`config.mk`:
```
export PLATFORM = sky130hd
export DESIGN_NAME = mii_tx_reader
export DESIGN_NICKNAME = d
export VERILOG_FILES = /design/src/rtl/mii_tx_reader.sv
export SDC_FILE = /design/constraint.sdc
export NUM_CORES = 1
export LEC_CHECK = 0
export CORE_AREA = 4 4 98 100
export DETAILED_ROUTE_END_ITERATION = 16
export DIE_AREA = 0 0 102 104
export PLACE_DENSITY = 0.69
export SLEW_MARGIN = 20
export SYNTH_ARGS = -nofsm -noshare
export SYNTH_HDL_FRONTEND = slang
export SYNTH_SLANG_ARGS = --single-unit
```
`constraint.sdc`:
```
create_clock -name clk -period 3.2 [get_ports clk]
set_input_delay 0.8 -clock clk [delete_from_list [all_inputs] [get_ports clk]]
set_output_delay 0.8 -clock clk [all_outputs]
set_load 0.01 [all_outputs]
```
`src/rtl/mii_tx_reader.sv`:
```
// Byte-FIFO consumer for the Ethernet TX path: emits preamble/SFD, payload
// nibbles (low first) and an inter-frame gap; aborts with tx_er on underrun.
module mii_tx_reader #(
  parameter int LEN_WIDTH   = 11,
  parameter int IFG_NIBBLES = 24
) (
  input  logic                 clk,
  input  logic                 resetN,
  input  logic                 start,
  input  logic [LEN_WIDTH-1:0] frame_len,
  output logic                 ready,
  output logic                 done,
  output logic                 underrun,
  output logic                 fifo_read_en,
  input  logic [7:0]           fifo_data_out,
  input  logic                 fifo_empty,
  output logic [3:0]           txd,
  output logic                 tx_en,
  output logic                 tx_er
);

  localparam int CW = $clog2(IFG_NIBBLES + 16) + 1;

  typedef enum logic [2:0] {IDLE, PREAMBLE, DATA, ABORT, DRAIN, IFG} state_t;

  state_t               state_q;
  logic [CW-1:0]        cnt_q;
  logic [LEN_WIDTH-1:0] len_q, fetched_q, sent_q;
  logic [7:0]           hold_q, shift_q;
  logic                 hold_vld_q, rd_pend_q, nib_hi_q;
  logic [3:0]           txd_q;
  logic                 tx_en_q, tx_er_q, done_q, underrun_q;

  logic       boundary, more, byte_avail, sending;
  logic [7:0] next_byte;

  assign sending    = (state_q == PREAMBLE) || (state_q == DATA);
  assign boundary   = ((state_q == PREAMBLE) && (cnt_q == CW'(15))) ||
                      ((state_q == DATA) && nib_hi_q);
  assign more       = sent_q < len_q;
  // A read issued last cycle lands this cycle and can feed the shifter directly.
  assign byte_avail = hold_vld_q || rd_pend_q;
  assign next_byte  = hold_vld_q ? hold_q : fifo_data_out;

  assign fifo_read_en = (sending || (state_q == DRAIN)) && !hold_vld_q && !rd_pend_q &&
                        (fetched_q < len_q) && !fifo_empty;

  assign ready    = (state_q == IDLE);
  assign done     = done_q;
  assign underrun = underrun_q;
  assign txd      = txd_q;
  assign tx_en    = tx_en_q;
  assign tx_er    = tx_er_q;

  always_ff @(posedge clk or negedge resetN) begin
    if (!resetN) begin
      state_q    <= IDLE;
      cnt_q      <= '0;
      len_q      <= '0;
      fetched_q  <= '0;
      sent_q     <= '0;
      hold_q     <= '0;
      shift_q    <= '0;
      hold_vld_q <= 1'b0;
      rd_pend_q  <= 1'b0;
      nib_hi_q   <= 1'b0;
      txd_q      <= '0;
      tx_en_q    <= 1'b0;
      tx_er_q    <= 1'b0;
      done_q     <= 1'b0;
      underrun_q <= 1'b0;
    end else begin
      done_q     <= 1'b0;
      underrun_q <= 1'b0;
      rd_pend_q  <= fifo_read_en;
      if (fifo_read_en) fetched_q <= fetched_q + LEN_WIDTH'(1);
      if (rd_pend_q && sending) begin
        hold_q     <= fifo_data_out;
        hold_vld_q <= 1'b1;
      end

      unique case (state_q)
        IDLE: begin
          if (start && (frame_len != '0)) begin
            len_q      <= frame_len;
            fetched_q  <= '0;
            sent_q     <= '0;
            hold_vld_q <= 1'b0;
            cnt_q      <= '0;
            state_q    <= PREAMBLE;
            tx_en_q    <= 1'b1;
            txd_q      <= 4'h5;
          end
        end
        PREAMBLE: begin
          if (cnt_q != CW'(15)) begin
            cnt_q <= cnt_q + CW'(1);
            txd_q <= (cnt_q == CW'(14)) ? 4'hD : 4'h5;
          end
        end
        DATA: begin
          if (!nib_hi_q) begin
            txd_q    <= shift_q[7:4];
            nib_hi_q <= 1'b1;
          end else if (!more) begin
            state_q <= IFG;
            cnt_q   <= '0;
            tx_en_q <= 1'b0;
            txd_q   <= '0;
          end
        end
        ABORT: begin
          tx_en_q <= 1'b0;
          tx_er_q <= 1'b0;
          txd_q   <= '0;
          cnt_q   <= '0;
          state_q <= (fetched_q == len_q) ? IFG : DRAIN;
        end
        DRAIN: begin
          if (fetched_q == len_q) begin
            state_q <= IFG;
            cnt_q   <= '0;
          end
        end
        IFG: begin
          if (cnt_q == CW'(IFG_NIBBLES - 1)) begin
            state_q <= IDLE;
            done_q  <= 1'b1;
          end else begin
            cnt_q <= cnt_q + CW'(1);
          end
        end
        default: state_q <= IDLE;
      endcase

      // Byte boundary overrides the per-state updates above.
      if (boundary && more) begin
        hold_vld_q <= 1'b0;
        if (byte_avail) begin
          shift_q  <= next_byte;
          sent_q   <= sent_q + LEN_WIDTH'(1);
          txd_q    <= next_byte[3:0];
          nib_hi_q <= 1'b0;
          tx_en_q  <= 1'b1;
          state_q  <= DATA;
        end else begin
          txd_q      <= '0;
          tx_en_q    <= 1'b1;
          tx_er_q    <= 1'b1;
          underrun_q <= 1'b1;
          state_q    <= ABORT;
        end
      end
    end
  end

endmodule

```
==> reports/qor.yml <==
run_status:
  status: "finished, final reports clean"
critical_path:
  cp-end-kind: "output pin"
  rrSetupSlack_ns: 0.36
  critPathMaxFanout: 3
  crit_arrival_ns: 2.27
  rr_endpoint: "sent_q[8]"
  cpMaxStageDelayCell: "dfrtp_1"
  crit_family: "compound AO/OA/AOI/OAI gates"
  crit_required_ns: 2.40
  crit_path_cell_trace: "inv_1, ha_1, nor2b_1, o21a_1, o21a_1, o31a_1, nor2_1, dlygate4sd2_1"
  slowest_delay_ns: 0.36
  rr_startpoint: "state_q[0]"
  cp_common_cell: "o21a_1"
  reg2reg_depth: 6
  path_class: "flop to output pin"
  crit_buf_inv: 2
  cp-start-kind: "flop"
detailed_routing:
  first_pass_iters: 4
  wl_per_cell_um: 16.3
  drt-vias-per-instance: 5.80
  drt_iter0_markers: 159
  drt_wl_total_um: 9020
  vias: 3199
  drc: 0
  route.antenna.remaining_nets: 0
place:
  io_buffers: 32
  dp_hpwl_um: 6540
  finalWeightedCongestion: 0.823
clock_network:
  clock-sinks: 66
  max-clock-path-buffers: 2
  cts_made_buffers: 9
  htreeDepth: 3
  insertion_delay_ns: 0.35
  post-cts-setup-buffer-count: 0
  cts-root-buf: "clkbuf_8"
  clk_pin_slew_ns: 0.08
  cts_tree: "done"
final_layout:
  nets: 487
  n_antenna_cell: 0
  regArea_sq_um: 1650
  final_common_cell: "dfrtp_1"
  fillers: 792
  layout-drive-gt1-share_pct: 10.8
  areaGrowthSynthToFinish_pct: 18.3
  layout_common_cells: "dfrtp_1 (66), nand2_1 (49), clkdlybuf4s50_1 (30), ha_1 (25), inv_1 (23)"
  multi_input_area_sq_um: 2030
global_route:
  grt_max_degree: 36
  grt_pass1_vias: 3118
  track_usage_pct: 17.8
  grt-ovfl-total: 0
  grt_pass1_wl_um: 15100
  antenna_found_initial: 0
sta:
  rsz0062_at_grt: "false"
  fmax_ghz: 0.325
  min_period_ns: 3.07
  tightest_slew_ns: 0.789
  maxSlewHeadroom_pct: 47.4
  setup_viol: 0
  skew_ns: 0.0141
  post-route-period-util_pct: 96.1
  hold_viol: 0
  fin_tns_setup_ns: 0
  maxSlewViolCount: 0
pwr:
  p_int_mw: 2.11
  total_power_mw: 3.41
  power_frac_comb_pct: 37.6
  power_density_nw_per_um2: 751
  vdd_ir_drop_max_v: 0.000279
  power.switching_mw: 1.30
  clkPwrFrac_pct: 23.5
  swShare_pct: 38.3
  seqPwrFrac_pct: 38.9
  p_leak_nw: 1.99
logic_synthesis:
  synthFlopType: "dfrtp_1"
  ys_warn_count: 0
  syn_nets: 449
  async_flop_share_pct: 100
  postSynthCellCount: 401
  synth_edf_count: 0
  ys_seq_area_share_pct: 43.1
  avgSynthCellArea_sq_um: 9.57
  synth-seq-cells: 66
  post_synth_num_cell_types: 58
  netlist_area_sq_um: 3840
hold_path:
  hp-class: "flop to flop"
  hold_start: "shift_q[4]"
  worstHoldPathCells: 2
  worstHoldEndpoint: "shift_q[4]"
flow_run:
  cap_violations: 0
floorplanning:
  rows: 34
  ioPinCount: 33
  die-width_um: 102
  coreArea_sq_um: 8680
  start_util_pct: 44.2
  die_area_sq_um: 10600
  die_h_um: 104
==> worst max-delay path by stage <==
stage	from	to	cells after the start
4_1_cts	len_q[1]	fifo_read_en	8
3_5_place_dp	fifo_empty	fifo_read_en	6
2_1_floorplan	fetched_q[1]	fifo_read_en	7
6_report	len_q[1]	fifo_read_en	8
5_1_grt	len_q[1]	fifo_read_en	8
3_3_place_gp	fifo_empty	fifo_read_en	6
==> area by class of cell <==
| type | count | share of cell area [%] |
|---|---|---|
| Inverter | 23 | 1.90 |
| Clock buffer | 9 | 2.73 |
| Multi-Input combinational cell | 295 | 44.6 |
| Tap cell | 108 | 2.98 |
| Clock inverter | 7 | 2.21 |
| Timing Repair Buffer | 44 | 9.18 |
| Sequential cell | 66 | 36.4 |
==> cell usage after synthesis, types with 3 or more instances <==
cell type / count / area, sq um
o211ai_1: 7 / 52.6
o41ai_1: 3 / 26.3
ha_1: 25 / 313
o31ai_1: 10 / 75.1
or3_1: 3 / 18.8
and3_1: 8 / 50.1
nor2_1: 18 / 67.6
and4_1: 3 / 26.3
a21o_1: 3 / 22.5
dfrtp_1: 66 / 1650
nand3_1: 18 / 90.1
mux2_2: 8 / 90.1
nand4_1: 4 / 25.0
nand2b_1: 6 / 37.5
a21oi_1: 20 / 100
nand2_1: 49 / 184
o21a_1: 5 / 37.5
o21ai_0: 18 / 90.1
clkbuf_1: 11 / 41.3
inv_1: 23 / 86.3
o21ai_1: 16 / 80.1
o311ai_1: 3 / 26.3
a31oi_1: 5 / 31.3
a22oi_1: 4 / 30.0
mux2i_1: 8 / 80.1
buf_2: 4 / 20.0
or4_1: 8 / 60.1
nor3_1: 3 / 15.0
nor2b_1: 6 / 37.5
==> metal layers <==
| metal | part of all wire (%) | global-route usage [%] | routed length, um | up-vias |
|---|---|---|---|---|
| met2 | 47 | 26.5 | 4190 | 77 |
| li1 | - | - | - | 1554 |
| met1 | 47 | 25.3 | 4260 | 1553 |
| met4 | 1.9 | 6.47 | 171 | 0 |
| met3 | 4.3 | 3.82 | 388 | 15 |
| met5 | 0 | 0 | 0 | - |
==> power groups by stage <==
stage                     Combinational, mW  Sequential, mW  Clock, mW
after CTS                              1.29            1.32      0.812
after detailed placement               1.29            1.34          0
after global routing                   1.47            1.36      0.845
after global placement                 1.23            1.33          0
final                                  1.28            1.33      0.802
after floorplan                       0.916            1.28          0
==> sequential cells by signal, indices dropped and copies added, names as in the netlist, 3 cells and up <==
name       count
cnt_q          7
shift_q        4
sent_q        11
fetched_q     11
state_q        3
hold_q         8
txd            4
len_q         11
==> metrics by stage <==
| step | setup WS (ns) | instance area [sq um] | util, % | hold slack, ns | std cells |
|---|---|---|---|---|---|
| finish | 0.125 | 4540 | 52.3 | 0.501 | 552 |
| global route | 0.0406 | 4540 | 52.3 | 0.518 | 552 |
| CTS | 0.108 | 4540 | 52.3 | 0.504 | 552 |
| detailed placement | -0.137 | 4320 | 49.7 | 0.487 | 536 |
| global placement | -0.130 | 4320 | 49.7 | 0.480 | 536 |
| floorplan | 0.467 | 3840 | - | 0.452 | 401 |
==> tightest hold or removal path, cell delays in order (launching register included) <==
cell and delay (ns):
dfrtp_1 0.36, nand2_1 0.05, o21ai_1 0.06
==> cells by family (layout without fill, tap and decap cells) <==
group	Yosys count	after routing	synth area share, %
buf+inv	40	83	4.14
mux	16	16	4.44
flops	66	66	43.1
xor+xnor	2	2	0.457
compound gates	107	107	18.9
simple gates	145	145	20.9
fa+ha+maj	25	25	8.15
==> repair_timing <==
item,CTS,global route
resized for setup,1,0
endpoints found under the hold margin,0,0
setup endpoints to repair,1,0
hold buffers,0,0
(Power assumes the default switching activity.)
